--- config.mk ---
export PLATFORM = sky130hd
export DESIGN_NAME = data_table_delete_flat
export DESIGN_NICKNAME = d
export VERILOG_FILES = /design/src/rtl/data_table_delete_pkg.sv /design/src/rtl/data_table_delete_if.sv /design/src/rtl/data_table_delete_rd_data_val_helper.sv /design/src/rtl/data_table_delete.sv /design/src/flat_wrapper.sv
export SDC_FILE = /design/constraint.sdc
export NUM_CORES = 1
export LEC_CHECK = 0
export ABC_AREA = 0
export BUFFER_PORTS_ARGS = -buffer_cell sky130_fd_sc_hd__buf_2
export CORE_MARGIN = 2
export CORE_UTILIZATION = 44
export DETAILED_ROUTE_END_ITERATION = 8
export PLACE_DENSITY_LB_ADDON = 0.05
export RECOVER_POWER = 100
export SLEW_MARGIN = 20
export SYNTH_ARGS = -nofsm -noshare
export SYNTH_HDL_FRONTEND = slang
export SYNTH_SLANG_ARGS = --single-unit
--- constraint.sdc ---
create_clock -name clk_i -period 2.4 [get_ports clk_i]
set_input_delay 0.72 -clock clk_i [delete_from_list [all_inputs] [get_ports clk_i]]
set_output_delay 0.72 -clock clk_i [all_outputs]
set_load 0.005 [all_outputs]
--- src/rtl/data_table_delete_pkg.sv ---
`default_nettype none
// ============================================================================
// Module      : data_table_delete_pkg
// Description : Shared types for the hash table delete engine: command,
//               task, result and data RAM entry layouts, result codes and
//               the delete FSM state encoding.
// Revision    : 1.0 - initial release
// ============================================================================
package data_table_delete_pkg;

  localparam int KEY_WIDTH        = 8;
  localparam int VALUE_WIDTH      = 16;
  localparam int BUCKET_WIDTH     = 4;
  localparam int TABLE_ADDR_WIDTH = 4;

  typedef enum logic [1:0] {
    OP_SEARCH = 2'd0,
    OP_INSERT = 2'd1,
    OP_DELETE = 2'd2
  } ht_opcode_t;

  typedef enum logic [2:0] {
    SEARCH_FOUND                     = 3'd0,
    SEARCH_NOT_SUCCESS_NO_ENTRY      = 3'd1,
    INSERT_SUCCESS                   = 3'd2,
    INSERT_SUCCESS_SAME_KEY          = 3'd3,
    INSERT_NOT_SUCCESS_TABLE_IS_FULL = 3'd4,
    DELETE_SUCCESS                   = 3'd5,
    DELETE_NOT_SUCCESS_NO_ENTRY      = 3'd6
  } ht_rescode_t;

  typedef struct packed {
    ht_opcode_t             opcode;
    logic [KEY_WIDTH-1:0]   key;
    logic [VALUE_WIDTH-1:0] value;
  } ht_command_t;

  // Task handed over by the arbiter with the bucket head already resolved.
  typedef struct packed {
    ht_command_t                 cmd;
    logic [BUCKET_WIDTH-1:0]     bucket;
    logic [TABLE_ADDR_WIDTH-1:0] head_ptr;
    logic                        head_ptr_val;
  } ht_pdata_t;

  typedef struct packed {
    ht_command_t             cmd;
    logic [VALUE_WIDTH-1:0]  found_value;
    logic [BUCKET_WIDTH-1:0] bucket;
    ht_rescode_t             rescode;
  } ht_result_t;

  // One chain element as stored in data RAM.
  typedef struct packed {
    logic [KEY_WIDTH-1:0]        key;
    logic [VALUE_WIDTH-1:0]      value;
    logic [TABLE_ADDR_WIDTH-1:0] next_ptr;
    logic                        next_ptr_val;
  } ram_data_t;

  typedef enum logic [2:0] {
    IDLE_S        = 3'd0,
    READ_HEAD_S   = 3'd1,
    GO_ON_CHAIN_S = 3'd2,
    UPD_HEAD_S    = 3'd3,
    UPD_PREV_S    = 3'd4,
    CLEAR_S       = 3'd5,
    DELETE_DONE_S = 3'd6,
    NO_ENTRY_S    = 3'd7
  } del_state_t;

  function automatic logic key_match(input ram_data_t entry,
                                     input logic [KEY_WIDTH-1:0] key);
    return entry.key == key;
  endfunction

endpackage
`default_nettype wire

--- src/rtl/data_table_delete_if.sv ---
`default_nettype none
// ============================================================================
// Module      : data_table_delete_if
// Description : Head table write port. The delete engine drives it as master
//               when the matched entry sits at the head of its bucket.
// Revision    : 1.0 - initial release
// ============================================================================
interface data_table_delete_if;
  import data_table_delete_pkg::*;

  logic [BUCKET_WIDTH-1:0]     wr_addr;
  logic [TABLE_ADDR_WIDTH-1:0] wr_data_ptr;
  logic                        wr_data_ptr_val;
  logic                        wr_en;

  modport master (
    output wr_addr,
    output wr_data_ptr,
    output wr_data_ptr_val,
    output wr_en
  );

  modport slave (
    input wr_addr,
    input wr_data_ptr,
    input wr_data_ptr_val,
    input wr_en
  );

endinterface
`default_nettype wire

--- src/rtl/data_table_delete_rd_data_val_helper.sv ---
`default_nettype none
// ============================================================================
// Module      : data_table_delete_rd_data_val_helper
// Description : Delays the data RAM read strobe by the RAM read latency so
//               the engine knows in which cycle rd_data is valid.
// Revision    : 1.0 - initial release
// ============================================================================
module data_table_delete_rd_data_val_helper #(
  parameter int RAM_LATENCY = 2
) (
  input  wire logic clk_i,
  input  wire logic rst_n_i,
  input  wire logic rd_en_i,
  output logic      rd_data_val_o
);

  logic [RAM_LATENCY-1:0] r_pipe;

  generate
    if (RAM_LATENCY == 1) begin : g_lat_one
      // Single-stage delay of the read strobe.
      always_ff @(posedge clk_i or negedge rst_n_i) begin
        if (!rst_n_i) r_pipe <= '0;
        else          r_pipe <= rd_en_i;
      end
    end else begin : g_lat_multi
      // Shift the read strobe through RAM_LATENCY stages.
      always_ff @(posedge clk_i or negedge rst_n_i) begin
        if (!rst_n_i) r_pipe <= '0;
        else          r_pipe <= {r_pipe[RAM_LATENCY-2:0], rd_en_i};
      end
    end
  endgenerate

  assign rd_data_val_o = r_pipe[RAM_LATENCY-1];

endmodule
`default_nettype wire

--- src/rtl/data_table_delete.sv ---
`default_nettype none
// ============================================================================
// Module      : data_table_delete
// Description : Hash table delete engine. Walks a bucket chain in data RAM,
//               unlinks the matching entry (head table or predecessor),
//               clears it and returns its address to empty pointer storage.
//               The unlink write always precedes the clear so concurrent
//               searches never follow a pointer into a freed entry.
// Revision    : 1.0 - initial release
// ============================================================================
module data_table_delete
  import data_table_delete_pkg::*;
#(
  parameter int RAM_LATENCY = 2,
  parameter int A_WIDTH     = TABLE_ADDR_WIDTH
) (
  input  wire logic            clk_i,
  input  wire logic            rst_n_i,

  input  wire ht_pdata_t       task_i,
  input  wire logic            task_valid_i,
  output logic                 task_ready_o,

  input  wire ram_data_t       rd_data_i,
  output logic [A_WIDTH-1:0]   rd_addr_o,
  output logic                 rd_en_o,

  output logic [A_WIDTH-1:0]   wr_addr_o,
  output ram_data_t            wr_data_o,
  output logic                 wr_en_o,

  output logic [A_WIDTH-1:0]   empty_addr_o,
  output logic                 empty_addr_add_o,

  data_table_delete_if.master  head_table_if,

  output ht_result_t           result_o,
  output logic                 result_valid_o,
  input  wire logic            result_ready_i
);

  del_state_t                  r_state;
  del_state_t                  w_state_next;

  // Locked task fields.
  ht_command_t                 r_cmd;
  logic [BUCKET_WIDTH-1:0]     r_bucket;

  // Chain walk context.
  logic [A_WIDTH-1:0]          r_cur_addr;
  logic [A_WIDTH-1:0]          r_prev_addr;
  ram_data_t                   r_prev_data;
  logic                        r_prev_val;
  logic                        r_rd_req;

  // Fields of the matched entry still needed after the walk.
  logic [TABLE_ADDR_WIDTH-1:0] r_match_next_ptr;
  logic                        r_match_next_val;
  logic [VALUE_WIDTH-1:0]      r_match_value;

  logic                        w_rd_data_val;
  logic                        w_in_read;
  logic                        w_accept;
  logic                        w_key_match;
  ht_rescode_t                 w_rescode;
  logic [VALUE_WIDTH-1:0]      w_found_value;

  data_table_delete_rd_data_val_helper #(
    .RAM_LATENCY (RAM_LATENCY)
  ) u_rd_data_val_helper (
    .clk_i         (clk_i),
    .rst_n_i       (rst_n_i),
    .rd_en_i       (rd_en_o),
    .rd_data_val_o (w_rd_data_val)
  );

  assign w_in_read   = (r_state == READ_HEAD_S) || (r_state == GO_ON_CHAIN_S);
  assign w_accept    = task_valid_i && (r_state == IDLE_S);
  assign w_key_match = key_match(rd_data_i, r_cmd.key);
  assign rd_addr_o   = r_cur_addr;

  assign result_o = '{cmd:         r_cmd,
                      found_value: w_found_value,
                      bucket:      r_bucket,
                      rescode:     w_rescode};

  // State register.
  always_ff @(posedge clk_i or negedge rst_n_i) begin
    if (!rst_n_i) r_state <= IDLE_S;
    else          r_state <= w_state_next;
  end

  // Task lock and chain walk bookkeeping.
  always_ff @(posedge clk_i or negedge rst_n_i) begin
    if (!rst_n_i) begin
      r_cmd            <= '0;
      r_bucket         <= '0;
      r_cur_addr       <= '0;
      r_prev_addr      <= '0;
      r_prev_data      <= '0;
      r_prev_val       <= 1'b0;
      r_rd_req         <= 1'b0;
      r_match_next_ptr <= '0;
      r_match_next_val <= 1'b0;
      r_match_value    <= '0;
    end else if (w_accept) begin
      r_cmd      <= task_i.cmd;
      r_bucket   <= task_i.bucket;
      r_cur_addr <= A_WIDTH'(task_i.head_ptr);
      r_prev_val <= 1'b0;
      // The first read of the walk is requested only for a non-empty bucket.
      r_rd_req   <= task_i.head_ptr_val;
    end else if (w_in_read) begin
      if (rd_en_o) begin
        r_rd_req <= 1'b0;
      end
      if (w_rd_data_val) begin
        if (w_key_match) begin
          r_match_next_ptr <= rd_data_i.next_ptr;
          r_match_next_val <= rd_data_i.next_ptr_val;
          r_match_value    <= rd_data_i.value;
        end else if (rd_data_i.next_ptr_val) begin
          // Step along the chain; the current entry becomes the predecessor.
          r_prev_addr <= r_cur_addr;
          r_prev_data <= rd_data_i;
          r_prev_val  <= 1'b1;
          r_cur_addr  <= A_WIDTH'(rd_data_i.next_ptr);
          r_rd_req    <= 1'b1;
        end
      end
    end
  end

  // Next-state and output decode.
  always_comb begin
    w_state_next                  = r_state;
    task_ready_o                  = 1'b0;
    rd_en_o                       = 1'b0;
    wr_en_o                       = 1'b0;
    wr_addr_o                     = r_cur_addr;
    wr_data_o                     = '0;
    empty_addr_add_o              = 1'b0;
    empty_addr_o                  = r_cur_addr;
    head_table_if.wr_en           = 1'b0;
    head_table_if.wr_addr         = r_bucket;
    head_table_if.wr_data_ptr     = r_match_next_ptr;
    head_table_if.wr_data_ptr_val = r_match_next_val;
    result_valid_o                = 1'b0;
    w_rescode                     = DELETE_NOT_SUCCESS_NO_ENTRY;
    w_found_value                 = '0;

    case (r_state)
      IDLE_S: begin
        task_ready_o = 1'b1;
        if (task_valid_i) begin
          w_state_next = task_i.head_ptr_val ? READ_HEAD_S : NO_ENTRY_S;
        end
      end

      READ_HEAD_S, GO_ON_CHAIN_S: begin
        rd_en_o = r_rd_req;
        if (w_rd_data_val) begin
          if (w_key_match) begin
            w_state_next = r_prev_val ? UPD_PREV_S : UPD_HEAD_S;
          end else if (!rd_data_i.next_ptr_val) begin
            w_state_next = NO_ENTRY_S;
          end else begin
            w_state_next = GO_ON_CHAIN_S;
          end
        end
      end

      UPD_HEAD_S: begin
        head_table_if.wr_en = 1'b1;
        w_state_next        = CLEAR_S;
      end

      UPD_PREV_S: begin
        wr_en_o                = 1'b1;
        wr_addr_o              = r_prev_addr;
        wr_data_o              = r_prev_data;
        wr_data_o.next_ptr     = r_match_next_ptr;
        wr_data_o.next_ptr_val = r_match_next_val;
        w_state_next           = CLEAR_S;
      end

      CLEAR_S: begin
        wr_en_o          = 1'b1;
        wr_addr_o        = r_cur_addr;
        wr_data_o        = '0;
        empty_addr_add_o = 1'b1;
        empty_addr_o     = r_cur_addr;
        w_state_next     = DELETE_DONE_S;
      end

      DELETE_DONE_S: begin
        result_valid_o = 1'b1;
        w_rescode      = DELETE_SUCCESS;
        w_found_value  = r_match_value;
        if (result_ready_i) w_state_next = IDLE_S;
      end

      NO_ENTRY_S: begin
        result_valid_o = 1'b1;
        w_rescode      = DELETE_NOT_SUCCESS_NO_ENTRY;
        if (result_ready_i) w_state_next = IDLE_S;
      end

      default: begin
        w_state_next = IDLE_S;
      end
    endcase
  end

endmodule
`default_nettype wire

--- src/flat_wrapper.sv ---
// flat-port wrapper written by rule: the top's interface ports become plain ports
module data_table_delete_flat import data_table_delete_pkg::*;
#(
  parameter int RAM_LATENCY = 2,
  parameter int A_WIDTH     = TABLE_ADDR_WIDTH
)
  (clk_i, rst_n_i, task_i, task_valid_i, task_ready_o, rd_data_i, rd_addr_o, rd_en_o, wr_addr_o, wr_data_o, wr_en_o, empty_addr_o, empty_addr_add_o, result_o, result_valid_o, result_ready_i, head_table_if_wr_addr, head_table_if_wr_data_ptr, head_table_if_wr_data_ptr_val, head_table_if_wr_en);
  data_table_delete_if head_table_if_i ();
  input  wire logic clk_i;
  input  wire logic rst_n_i;
  input  wire ht_pdata_t task_i;
  input  wire logic task_valid_i;
  output logic task_ready_o;
  input  wire ram_data_t rd_data_i;
  output logic [A_WIDTH-1:0] rd_addr_o;
  output logic rd_en_o;
  output logic [A_WIDTH-1:0] wr_addr_o;
  output ram_data_t wr_data_o;
  output logic wr_en_o;
  output logic [A_WIDTH-1:0] empty_addr_o;
  output logic empty_addr_add_o;
  output ht_result_t result_o;
  output logic result_valid_o;
  input  wire logic result_ready_i;
  output wire logic [$bits(head_table_if_i.wr_addr)-1:0] head_table_if_wr_addr;
  output wire logic [$bits(head_table_if_i.wr_data_ptr)-1:0] head_table_if_wr_data_ptr;
  output wire logic [$bits(head_table_if_i.wr_data_ptr_val)-1:0] head_table_if_wr_data_ptr_val;
  output wire logic [$bits(head_table_if_i.wr_en)-1:0] head_table_if_wr_en;
  assign head_table_if_wr_addr = head_table_if_i.wr_addr;
  assign head_table_if_wr_data_ptr = head_table_if_i.wr_data_ptr;
  assign head_table_if_wr_data_ptr_val = head_table_if_i.wr_data_ptr_val;
  assign head_table_if_wr_en = head_table_if_i.wr_en;
  data_table_delete #(.RAM_LATENCY(RAM_LATENCY), .A_WIDTH(A_WIDTH)) u_core (.clk_i(clk_i), .rst_n_i(rst_n_i), .task_i(task_i), .task_valid_i(task_valid_i), .task_ready_o(task_ready_o), .rd_data_i(rd_data_i), .rd_addr_o(rd_addr_o), .rd_en_o(rd_en_o), .wr_addr_o(wr_addr_o), .wr_data_o(wr_data_o), .wr_en_o(wr_en_o), .empty_addr_o(empty_addr_o), .empty_addr_add_o(empty_addr_add_o), .head_table_if(head_table_if_i), .result_o(result_o), .result_valid_o(result_valid_o), .result_ready_i(result_ready_i));
endmodule
== After elaboration in Yosys (flattened, before gate mapping) ==
Index checks and enable logic that the tools add are counted.

* Register bits: 90
* Bits of input ports: 68
* Output and inout port bits: 105

* Equality and inequality tests: 12
* Bitwise logic cells: 2
* Reductions and logical operators: 14
* Mux-type cells: 34

{| class="wikitable"
|+ Operators with widths
! cell !! number
|-
| two-way mux 29 bit || 1
|-
| two-way mux 4 bit || 6
|-
| two-way mux 3 bit || 7
|-
| two-way mux 1 bit || 17
|-
| two-way mux 16 bit || 1
|-
| one-hot mux 3 bit (5 select lines) || 1
|-
| == test 3 bit, second input constant || 4
|-
| == test 8 bit || 1
|-
| AND reduction 4 bit || 2
|-
| OR reduction 2 bit || 4
|-
| == test 3 x 2 -> 1 bit, second input constant || 2
|-
| nonzero test 2 bit || 3
|-
| AND reduction 5 bit || 1
|-
| != test 2 x 1 -> 1 bit, second input constant || 2
|-
| != test 2 bit, second input constant || 2
|-
| == test 3 x 1 -> 1 bit, second input constant || 1
|-
| logical NOT 3 bit || 1
|-
| AND reduction 3 bit || 1
|-
| two-way mux 2 bit || 1
|-
| NOT 1 bit || 2
|-
| logical AND 1 bit || 1
|-
| logical OR 1 bit || 1
|}

== Logic depth before layout (Yosys ltp) ==
* Depth after elaboration: 9
* Gate-level depth with buffers: 7
* Mapped depth without buffers: 4

== By module ==
A second synthesis with hierarchy kept.

* Cells, all modules: 382
* Area total of the unflattened synthesis: 4,125.2 um2

{| class="wikitable"
|+ Modules (own cells, without submodules)
! module !! times used !! area an instance (um2) !! cells an instance
|-
| data_table_delete || 1 || 4,075.2 || 380
|-
| data_table_delete_rd_data_val_helper || 1 || 50.0 || 2
|}

== Worst setup path after synthesis ==
Ideal clock, no wire load.

* Kind: reg2out
* Start point: reg u_core.r_state[1]
* End point: out wr_addr_o[2]
* Buffers on the path: 2
* Data required time: 1.680 ns
* Slack: -0.009 ns
* Data arrival time: 1.689 ns
* Cell stages (with the launch flop): 5
* Cells stage by stage: dfrtp_1 clkbuf_1 nor3b_1 clkbuf_1 mux2_2

* Cells in the longest elaborated chain, start to end: 2

{| class="wikitable"
|+ Ends and longest elaborated chain
! element !! line !! RTL
|-
| from (decl) || data_table_delete.sv:42 || <nowiki>del_state_t r_state;</nowiki>
|-
| from (signal assigned) || data_table_delete.sv:90 || <nowiki>else r_state <= w_state_next;</nowiki>
|-
| == test 3 bit || data_table_delete.sv:152 || <nowiki>case (r_state)</nowiki>
|-
| two-way mux 4 bit || data_table_delete.sv:152 ||
|-
| to (decl) || flat_wrapper.sv:17 || <nowiki>output logic [A_WIDTH-1:0] wr_addr_o;</nowiki>
|}

No other way between the ends.

== Final worst setup path ==
* Start point: reg u_core.r_state[1]
* End point: out wr_addr_o[0]

Same word-level chain as after synthesis.

==> flow_results.org <==
** Outcome
- The run finished, with violations left.
- Violated checks :: max-capacitance violations, max-slew violations

** CTS
- Counting along the longest clock path gives a buffer depth of 2.
- The root buffer cell chosen for the clock tree is sky130_fd_sc_hd__clkbuf_8.
- The later pin in the worst-skew pair is clocked with a latency of 350 ps.
- Clock tree from TritonCTS :: built
- The number of hold buffers added after CTS was 0.
- For this design, the sink count on the clock tree is 90.
- Reg clk slew, reported paths :: 90 ps
- The number of clock buffers added by TritonCTS is 9.
- The clock tree synthesis step divided the H-tree into 3 levels.

** Power and ir drop
- Sw Share :: 34.46%
- The internal power of the cells totals 3500 uW.
- Sequential fraction of design power :: 43.1%
- In this run the power spent charging and discharging nets is 1840 uW.
- The worst-case IR drop observed on VDD is 0.0004784 V.
- For this design the ratio of total power to cell area is 979.2 nW/um^2.
- Proportion of power drawn by the clock network :: 19.0%
- Total power draw :: 5340 uW
- Summed over all cells, the static leakage comes to 0.002978 uW.
- Comb power frac :: 37.9%

** Floorplanning
- The die is 102.7 microns wide.
- Chip Height :: 102.7 microns
- During I/O placement, the number of pins put on the boundary was 173.
- Row generation in the floorplan step produced 36 rows.
- Initial core utilization :: 44.67%
- Floorplan die area :: 10550 sq um
- After floorplanning, the core was sized to cover 9594 sq um.

** Detailed routing
- TritonRoute pass-1 iters :: 4
- Post-route DRC violation count :: 0
- DR vias :: 3355
- Wires add up to 10.29 mm.
- Via density per instance :: 4.739
- DRC violation total after the first TritonRoute iteration :: 101
- The count of nets left with antenna violations once routing finished came out at 0.
- Routed length per placed instance :: 14.54 microns

** Global routing
- Via count of the first global-routing pass :: 3260
- The first global-routing pass estimated 15.87 mm of wire.
- Antenna violations before repair :: 0
- Entering global routing, the biggest net connects 49 pins.
- All-Layer GR Usage :: 19.53%
- Global routing finished with a remaining overflow of 0.

** STA
- Headroom to the max-slew limit came out at -6.488%.
- Final setup viols :: 0
- Final cycle utilization of the critical path :: 98.60%
- Final max-slew violation count :: 28
- Transition time at the pin with the least slew margin :: 1597 ps
- For the final database, setup skew stands at 9.241 ps.
- Final hold viol count :: 0
- Setup repair after global routing could not meet its margin everywhere.
- The clock period could shrink to 2366 ps.
- F_max :: 422.6 MHz
- After layout, the worst setup slack is 33.50 ps.

** Placed design
- Place WS :: 104.9 ps
- Buffers placed on the I/O ports in this run total 171.
- Detailed placement ended at an HPWL of 7.622 mm.
- Final Wtd Congestion :: 0.8237
- Once placement finished, the instance area stood at 5329 sq um.
- Post-placement cell count :: 683

** Setup path
- Data on the critical path arrives at its endpoint at 1650 ps.
- Maximum cell stage delay along the critical path :: 440 ps
- Critical path required time :: 1680 ps
- Walking the worst path, the cells encountered are nor3b_4 > buf_6 > mux2_2 > buf_2.
- Crit end category :: output port
- Slowest stage cell on the critical path :: sky130_fd_sc_hd__dfrtp_1
- Worst-path fanout max :: 5
- By startpoint and endpoint, the worst setup path is classified as flip-flop to output port.
- Measured in cells, the most critical reg-to-reg path has a length of 5.
- STA classifies the critical path startpoint as a flip-flop.

** Synthesis
- In the synthesized netlist the async set-or-reset flop fraction comes to 100.0%.
- Sequential cells were found to cover 52.55% of the synthesized design area.
- FF+latch count, synth :: 90
- Yosys printed 0 warnings.
- Synthesis produced a netlist with a net count of 460.
- Synth unique cells :: 36
- Number of enable flip-flop cells after synthesis :: 0
- Number of cells produced by synthesis :: 392
- Main flop type after synthesis :: sky130_fd_sc_hd__dfrtp_1
- A synthesized cell averages 10.93 sq um.
- In this run the cell area of the synthesized design comes to 4285 sq um.

** Final layout
- Leaving out fill and tap cells, the most frequent cell in the layout is sky130_fd_sc_hd__buf_2.
- The filler cells instantiated in the layout total 889.
- Area growth from synthesis to layout :: 27.27%
- Post-route insts no fill :: 708
- Post-Layout Inst Area :: 5454 sq um
- The final layout contains 638 nets.
- N_diodes :: 0
- The post-route netlist has 38.78% of its cells at a drive strength greater than 1.
- In the layout the commonest cells are sky130_fd_sc_hd__buf_2, sky130_fd_sc_hd__nand2_1, sky130_fd_sc_hd__dfrtp_1.

** Flow run
- Max-cap violations in this run came to 1.

** Worst hold path
- Cells on Worst Hold Path :: 0
- Path type of the worst min-delay path :: flip-flop to flip-flop
==> worst max-delay path: cells and delay by family (launching register included) <==
kind                   cells  cell delay, ps
buffers and inverters      2             280
DFF                        1             440
muxes                      1             320
and+or+nand+nor            1             260
==> cell families after synthesis <==
group,after synthesis,synth area share [%]
and+or+nand+nor,178,20.38
other,1,0.08751
xor gates and xnor gates,9,1.840
DFF,90,52.55
buffers and inverters,34,4.525
AOI/OAI and AO/OA,26,4.350
muxes,54,16.26
==> timing repair <==
item                                    in CTS  in global routing
gates resized for setup                      2                  5
hold endpoints to repair                     0                  0
cloned                                       0                  0
pin swaps                                    1                  1
setup buffers                                8                  1
endpoints found under the setup margin       4                  3
==> flip-flops by register name (all words and copies together) (netlist names) <==
register                              cells
u_core.result_o                          26
u_core.r_prev_data                       24
u_core.r_match_value                     16
u_core.empty_addr_o                       4
u_core.head_table_if.wr_addr              4
u_core.head_table_if.wr_data_ptr          4
u_core.r_prev_addr                        4
u_core.r_state                            3
u_core.u_rd_data_val_helper.r_pipe        2
u_core.head_table_if.wr_data_ptr_val      1
u_core.r_prev_val                         1
u_core.r_rd_req                           1
==> stage by stage <==
step | utilization, % | hold slack [ps] | TNS (ps)
after floorplan | - | 331.2 | 0
after global placement | 55.54 | 335.3 | 0
after detailed placement | 55.54 | 341.6 | 0
after CTS | 58.28 | 278.8 | 0
after global routing | 56.85 | 367.9 | -34.03
final | 56.85 | 361.0 | 0
==> power groups by stage <==
stage / Sequential, uW / Clock, uW / Combinational, uW
floorplan: 2290 / 0 / 1260
global placement: 2320 / 0 / 2020
detailed placement: 2330 / 0 / 2050
CTS: 2310 / 1060 / 2140
global route: 2370 / 1120 / 2260
finish: 2300 / 1020 / 2020
==> cell usage after synthesis, drive strengths merged, types with 2 or more instances <==
library cell	instances	area, sq um
dfrtp	90	2252
a311o	2	20.02
a211oi	8	60.06
and4	3	26.28
nand4	4	25.02
nor2	13	48.80
o31ai	2	15.01
xnor2	9	78.83
nor2b	3	18.77
and2	49	306.5
clkbuf	14	52.55
mux2	53	686.9
nand2	94	352.8
nand2b	2	12.51
nand3	2	10.01
o21ai	3	15.01
o211ai	2	15.01
nor3b	2	15.01
a21oi	3	15.01
buf	18	133.9
nor3	3	15.01
inv	2	7.510
==> final timing paths <==
path	from	end	slack, ps
setup reg to reg	u_core.result_o[46]$_DFFE_PN0P_	u_core.r_match_value[13]$_DFFE_PN0P_	280
max in group asynchronous	rst_n_i	u_core.r_prev_data[28]$_DFFE_PN0P_	470
min in group asynchronous	rst_n_i	u_core.r_prev_addr[2]$_DFFE_PN0P_	760
hold / removal	u_core.u_rd_data_val_helper.r_pipe[0]$_DFF_PN0_	u_core.u_rd_data_val_helper.r_pipe[1]$_DFF_PN0_	360
setup / recovery	u_core.r_state[1]$_DFFE_PN0P_	wr_addr_o[0]	30
hold reg to reg	u_core.u_rd_data_val_helper.r_pipe[0]$_DFF_PN0_	u_core.u_rd_data_val_helper.r_pipe[1]$_DFF_PN0_	360
==> routing by layer <==
metal  up-vias  wire [microns]  share of wire [%]  GRT usage (%)
li1       1642               -                  -              -
met1      1577            4756                 46          26.32
met2       121            4681                 45          30.82
met3        15             690                6.7          4.407
met4         0             165                1.6          7.590
met5         -               0                  0              0
==> area by class of cell <==
type | instances | area [sq um] | area share, %
sequential | 90 | 2252 | 41.29
inverter | 2 | 7.507 | 0.1376
clock inverter | 6 | 67.56 | 1.239
tap | 133 | 166.4 | 3.051
clock buffer | 10 | 127.6 | 2.340
timing repair buffer | 199 | 1042 | 19.11
multi-input combinational | 268 | 1790 | 32.83
No activity file was read; power rests on OpenSTA's default activity.
